[src/rtl/nibble_serial_adder.sv]
// nibble_serial_adder: W-bit add/subtract computed one nibble per clock,
// least-significant nibble first, through a single 4-bit ripple stage.
// A registered carry links each nibble to the next one.
//
// Handshake: on a rising edge where start=1 and busy=0 (state IDLE or DONE),
// a, b and sub are latched and busy rises. While busy=1, start is ignored.
// done pulses high for one cycle when sum/cout/ovf are final. The results
// remain valid until the next accepted start.

// One-bit full adder cell used to build the 4-bit ripple stage.
module full_adder (
  input  logic x,
  input  logic y,
  input  logic ci,
  output logic s,
  output logic co
);
  assign s  = x ^ y ^ ci;
  assign co = (x & y) | (ci & (x ^ y));
endmodule

module nibble_serial_adder #(
  parameter int NIBBLES = 4
) (
  input  logic                 clk,
  input  logic                 rst_n,
  input  logic                 start,
  input  logic                 sub,
  input  logic [4*NIBBLES-1:0] a,
  input  logic [4*NIBBLES-1:0] b,
  output logic                 busy,
  output logic                 done,
  output logic [4*NIBBLES-1:0] sum,
  output logic                 cout,
  output logic                 ovf
);
  localparam int W  = 4 * NIBBLES;
  localparam int IW = $clog2(NIBBLES);

  typedef enum logic [1:0] {
    IDLE = 2'd0,
    RUN  = 2'd1,
    DONE = 2'd2
  } state_t;

  state_t          state;
  logic [W-1:0]    a_r;
  logic [W-1:0]    b_r;
  logic            sub_r;
  logic            carry;
  logic [IW-1:0]   idx;

  // Nibble slice currently being processed. For a subtract, B is inverted here,
  // and the initial carry of 1 completes the two's complement.
  logic [3:0] nib_a;
  logic [3:0] nib_b;
  logic [3:0] nib_s;
  logic [4:0] c;
  logic       last;
  logic       ovf_next;

  assign nib_a = a_r[4*idx +: 4];
  assign nib_b = b_r[4*idx +: 4] ^ {4{sub_r}};
  assign c[0]  = carry;
  assign last  = (idx == IW'(NIBBLES - 1));

  // Signed overflow: the operands have the same sign, and the result sign differs.
  assign ovf_next = (a_r[W-1] == (b_r[W-1] ^ sub_r)) && (nib_s[3] != a_r[W-1]);

  for (genvar i = 0; i < 4; i++) begin : g_stage
    full_adder u_fa (
      .x  (nib_a[i]),
      .y  (nib_b[i]),
      .ci (c[i]),
      .s  (nib_s[i]),
      .co (c[i+1])
    );
  end

  // Sequencer: accept the operands, walk the nibbles, then present the result for one cycle.
  always_ff @(posedge clk or negedge rst_n) begin
    if (!rst_n) begin
      state <= IDLE;
      a_r   <= '0;
      b_r   <= '0;
      sub_r <= 1'b0;
      carry <= 1'b0;
      idx   <= '0;
      busy  <= 1'b0;
      done  <= 1'b0;
      sum   <= '0;
      cout  <= 1'b0;
      ovf   <= 1'b0;
    end else begin
      case (state)
        IDLE, DONE: begin
          if (start) begin
            a_r   <= a;
            b_r   <= b;
            sub_r <= sub;
            carry <= sub;
            idx   <= '0;
            busy  <= 1'b1;
            done  <= 1'b0;
            state <= RUN;
          end else begin
            busy  <= 1'b0;
            done  <= 1'b0;
            state <= IDLE;
          end
        end
        RUN: begin
          sum[4*idx +: 4] <= nib_s;
          carry           <= c[4];
          if (last) begin
            cout  <= c[4];
            ovf   <= ovf_next;
            idx   <= '0;
            busy  <= 1'b0;
            done  <= 1'b1;
            state <= DONE;
          end else begin
            idx <= idx + IW'(1);
          end
        end
        default: begin
          busy  <= 1'b0;
          done  <= 1'b0;
          state <= IDLE;
        end
      endcase
    end
  end
endmodule

[config.mk]
export PLATFORM = sky130hd
export DESIGN_NAME = nibble_serial_adder
export DESIGN_NICKNAME = d
export VERILOG_FILES = /design/src/rtl/nibble_serial_adder.sv
export SDC_FILE = /design/constraint.sdc
export NUM_CORES = 1
export LEC_CHECK = 0
export CORE_MARGIN = 3
export CORE_UTILIZATION = 51
export CTS_CLUSTER_SIZE = 30
export DETAILED_ROUTE_END_ITERATION = 6
export PLACE_DENSITY_LB_ADDON = 0.1
export REMOVE_ABC_BUFFERS = 1
export SLEW_MARGIN = 20
export SYNTH_ARGS = -nofsm -noshare
export SYNTH_HDL_FRONTEND = slang
export SYNTH_SLANG_ARGS = --single-unit
[constraint.sdc]
create_clock -name clk -period 3.9 [get_ports clk]
set_input_delay 0.39 -clock clk [delete_from_list [all_inputs] [get_ports clk]]
set_output_delay 0.39 -clock clk [all_outputs]
set_load 0.05 [all_outputs]
==> key figures <==
Placement
  – Final Wtd Congestion: 0.781
  – HPWL after detailed placement: 3.77 mm
  – Port-buffer cells: 55
  – Placed Cells incl. Taps: 381

Routing
  – Routed via count divided by cell count: 5.04
  – Number of DRC markers in iteration 0: ~110
  – DRC Markers: 0
  – Vias after detailed routing: 1999
  – Met3 wire length: 322 microns
  – Top Metal Used: met4
  – DR pass1 iterations: 4
  – Average routed wire per standard cell: 13.2 microns
  – Routed length on met1: 2.28 mm
  – Detailed-routed wire length on met2: 2.52 mm
  – Final antenna-violating net count: 0
  – Total detailed-routing wirelength: approximately 5.3 mm

CTS
  – H-Tree Depth: 3
  – Sink count of the clock tree: 57
  – CTS Buf Count: 9
  – Total setup buffers inserted after CTS: 0
  – Clock tree from TritonCTS: built
  – CTS hold repair buffers: 0
  – Post-CTS clock slew at the launch and capture registers of the worst setup and hold paths: 70 ps
  – Number of buffers on the longest clock path: 2
  – Cell at the root of the clock tree: clkbuf_8
  – Source-to-sink clock delay at the later pin of the worst-skew pair: around 350 ps
  – Cells resized by post-CTS repair: 0

Timing
  – Worst-case clock skew: 8.17 ps
  – RSZ-0062 raised after global routing: no
  – Final period util: approximately nine tenths
  – Highest clock rate: 289 MHz
  – Slew Limit Fails: 0
  – Least-Margin Pin Slew: 749 ps
  – Setup_tns: 0 ps
  – Slew HR: approximately 50%
  – Number of setup violations in the final report: 0
  – Final critical-path required period: 3460 ps
  – Number of hold-slack violations in the final timing report: 0

Setup path
  – CP endpoint kind: register
  – Master of the slowest instance on the critical path: fa_1
  – Cell occurring most often along the worst timing path: fa_1
  – Req. time, crit path: roughly 4100 ps
  – Arrival time reported for the critical path endpoint: about 3700 ps
  – Cell-by-cell trace of the critical path: mux4_1 -> xnor2_1 -> fa_1 -> fa_1 -> fa_1 -> fa_1 -> and3_1 -> o31a_1
  – Kind of cell adding the most delay to the critical path: adder cells
  – CP Launch Type: register
  – CP bufs+invs: 0
  – Critical path start-end classification: register to register
  – Highest net fanout along the worst path: 6
  – Slowest stage delay, CP: a little under 600 ps

Min path
  – Worst min-delay path class: input port to async pin

Synth
  – Cells taking the most area after synthesis: dfrtp_1 52%, nand2_1 16%, mux4_1 7.7%
  – Average cell area after synthesis: 10.2 sq um
  – Adder-Cell Fraction of Synth Area: under 10%
  – Cell count after synthesis: 267
  – Mux contribution to synthesized area: 7.72%
  – Xor/xnor share of the synthesized area: 1.61%
  – Count of distinct cell types in the synthesized netlist: 32
  – Count of yosys warnings during synthesis: 0
  – Compound-Gate Fraction of Synth Area: 6.16%
  – Combinational family with the most area after synthesis: simple AND/OR/NAND/NOR gates
  – Post-Synth Simple-Gate Area: 22.1%
  – Share of Yosys cell area claimed by the top area cell type: 52.4%
  – Flops & latches, synth: between 50 and 60
  – Sequential share of the synthesized area: 52.4%
  – Post-synth design cell area: 2720 sq um
  – Post-synthesis cell type with the largest combined area: dfrtp_1

GRT
  – First-pass GRT wire length: 8.91 mm
  – Overflow after GRT: 0
  – Antenna violations before repair: 0
  – Total routing resource utilization after global routing: 18.8%
  – Maximum number of pins on one net before global-route repair: 38
  – Vias in the first global route: 2031

Outcome
  – Outcome: finished, final reports clean

Pwr
  – Leakage power of the design: 1.68 nW
  – Worst ir drop on vdd: around 0.60 mV
  – Total power density per cell area: 941 nW/um^2

Die
  – Die Span Y: 79.0 microns
  – Std cell rows: 25
  – Die span in x: 79.0 microns
  – Initial core utilization: 55.1%
  – Floorplan Core Area: 4940 sq um
  – Total die area: 6250 sq um
  – I/O Pins: 56

Layout
  – Diodes inserted: 0
  – Area growth from synthesis to layout: 28.9%
  – Fraction of layout instances using a drive strength above 1: under 10%
  – Count of non-filler cells in the finished layout: between 300 and 400
  – Core utilization of the finished layout: between 70 and 80%
  – NumNets Final: approximately 370

Flow run
  – Total of max-cap violations: 0
## flip-flops by register name, indices dropped and copies added, names as in the netlist
signal and cells:
state 1, done 1, busy 1, sum 16, a_r 16, carry 1
sub_r 1, idx 2, b_r 16, ovf 1, cout 1
## cells in the mapped netlist
| library cell | count |
|---|---|
| o31a_1 | 1 |
| nor3_1 | 1 |
| nand3_1 | 3 |
| buf_2 | 7 |
| xor2_1 | 1 |
| nor2_1 | 2 |
| ha_1 | 6 |
| buf_4 | 1 |
| dfrtp_1 | 57 |
| fa_1 | 4 |
| mux4_1 | 8 |
| o21ai_0 | 10 |
| or4_4 | 1 |
| nand3b_1 | 4 |
| a21oi_1 | 2 |
| xnor2_1 | 4 |
| buf_6 | 1 |
| or3_1 | 3 |
| inv_1 | 10 |
| nand3b_4 | 1 |
| buf_1 | 1 |
| o41ai_1 | 1 |
| or4b_4 | 1 |
| and3_1 | 1 |
| clkbuf_1 | 2 |
| nand2_1 | 116 |
| o31ai_1 | 4 |
| o21ai_2 | 6 |
| buf_8 | 1 |
| nor2b_1 | 2 |
| a211oi_1 | 1 |
| nand2b_1 | 4 |
## worst paths after layout
path / depth (start not counted) / startpoint / slack (ps) / endpoint
max in group asynchronous: 2 / rst_n / 3010 / b_r[11]$_DFFE_PN0P_
max reg2reg: 8 / idx[0]$_DFFE_PN0P_ / 440 / ovf$_DFFE_PN0P_
max: 8 / idx[0]$_DFFE_PN0P_ / 440 / ovf$_DFFE_PN0P_
min in group clk: 2 / a_r[7]$_DFFE_PN0P_ / 470 / a_r[7]$_DFFE_PN0P_
min reg2reg: 2 / a_r[7]$_DFFE_PN0P_ / 470 / a_r[7]$_DFFE_PN0P_
min: 1 / rst_n / 110 / sum[10]$_DFFE_PN0P_
## layout make-up
cell class | instances | area (sq um)
clock buffer | 11 | 141
clock inverter | 5 | 55.1
fill | 428 | 1440
inverter | 10 | 37.5
multi-input combinational | 187 | 1180
sequential | 57 | 1430
tap | 67 | 83.8
timing repair buffer | 60 | 583
## metrics by stage
stage                     instance area, sq um  power [mW]  hold WS, ps  setup slack (ps)
after floorplan                           2640        2.22         94.4               247
after global placement                    3310        2.75          449               501
after detailed placement                  3310        2.79          457               431
after CTS                                 3510        3.35          131               415
after global routing                      3510        3.53          168               342
final                                     3510        3.30          106               436
## per-layer routing
metal / vias to the layer above / track usage (%)
met3: 13 / 4.08
met5: - / 0
met1: 927 / 22.3
met4: 0 / 12.2
li1: 1002 / -
met2: 57 / 31.0
## report_power, final
group / leakage (nW) / switching (mW) / total [mW] / internal (mW)
clock: 0.0953 / 0.237 / 0.547 / 0.310
combinational: 0.861 / 1.05 / 1.75 / 0.696
sequential: 0.726 / 0.163 / 1.01 / 0.843
total: 1.68 / 1.45 / 3.30 / 1.85
## cell usage in the layout, fill, tap and decap left out, drive strengths merged
master,instances
nand3b,5
a21oi,2
mux4,8
nor2b,2
bufinv,1
nand3,3
nand2,116
nor2,2
fa,4
or4b,1
o31a,1
xor2,1
a211oi,1
clkdlybuf4s50,54
nand2b,4
ha,6
nor3,1
or4,1
or3,3
clkbuf,11
o21ai,16
o31ai,4
clkinvlp,2
xnor2,4
clkinv,2
o41ai,1
and3,1
inv,10
buf,6
dfrtp,57
## worst reg2reg max path: cells and delay by family, from the launching register on
family	cells	cell delay, ps
compound gates	1	270
simple gates	1	230
xor+xnor	1	160
flops	1	360
mux	1	570
fa+ha+maj	4	1760
## cell families after synthesis
| group | count (synthesis) |
|---|---|
| AND/OR/NAND/NOR | 139 |
| flip-flops | 57 |
| AO/OA/AOI/OAI | 25 |
| buffers and inverters | 23 |
| adder cells (fa/ha/maj) | 10 |
| multiplexers | 8 |
| XOR/XNOR | 5 |
No activity file was read; power rests on OpenSTA's default activity.
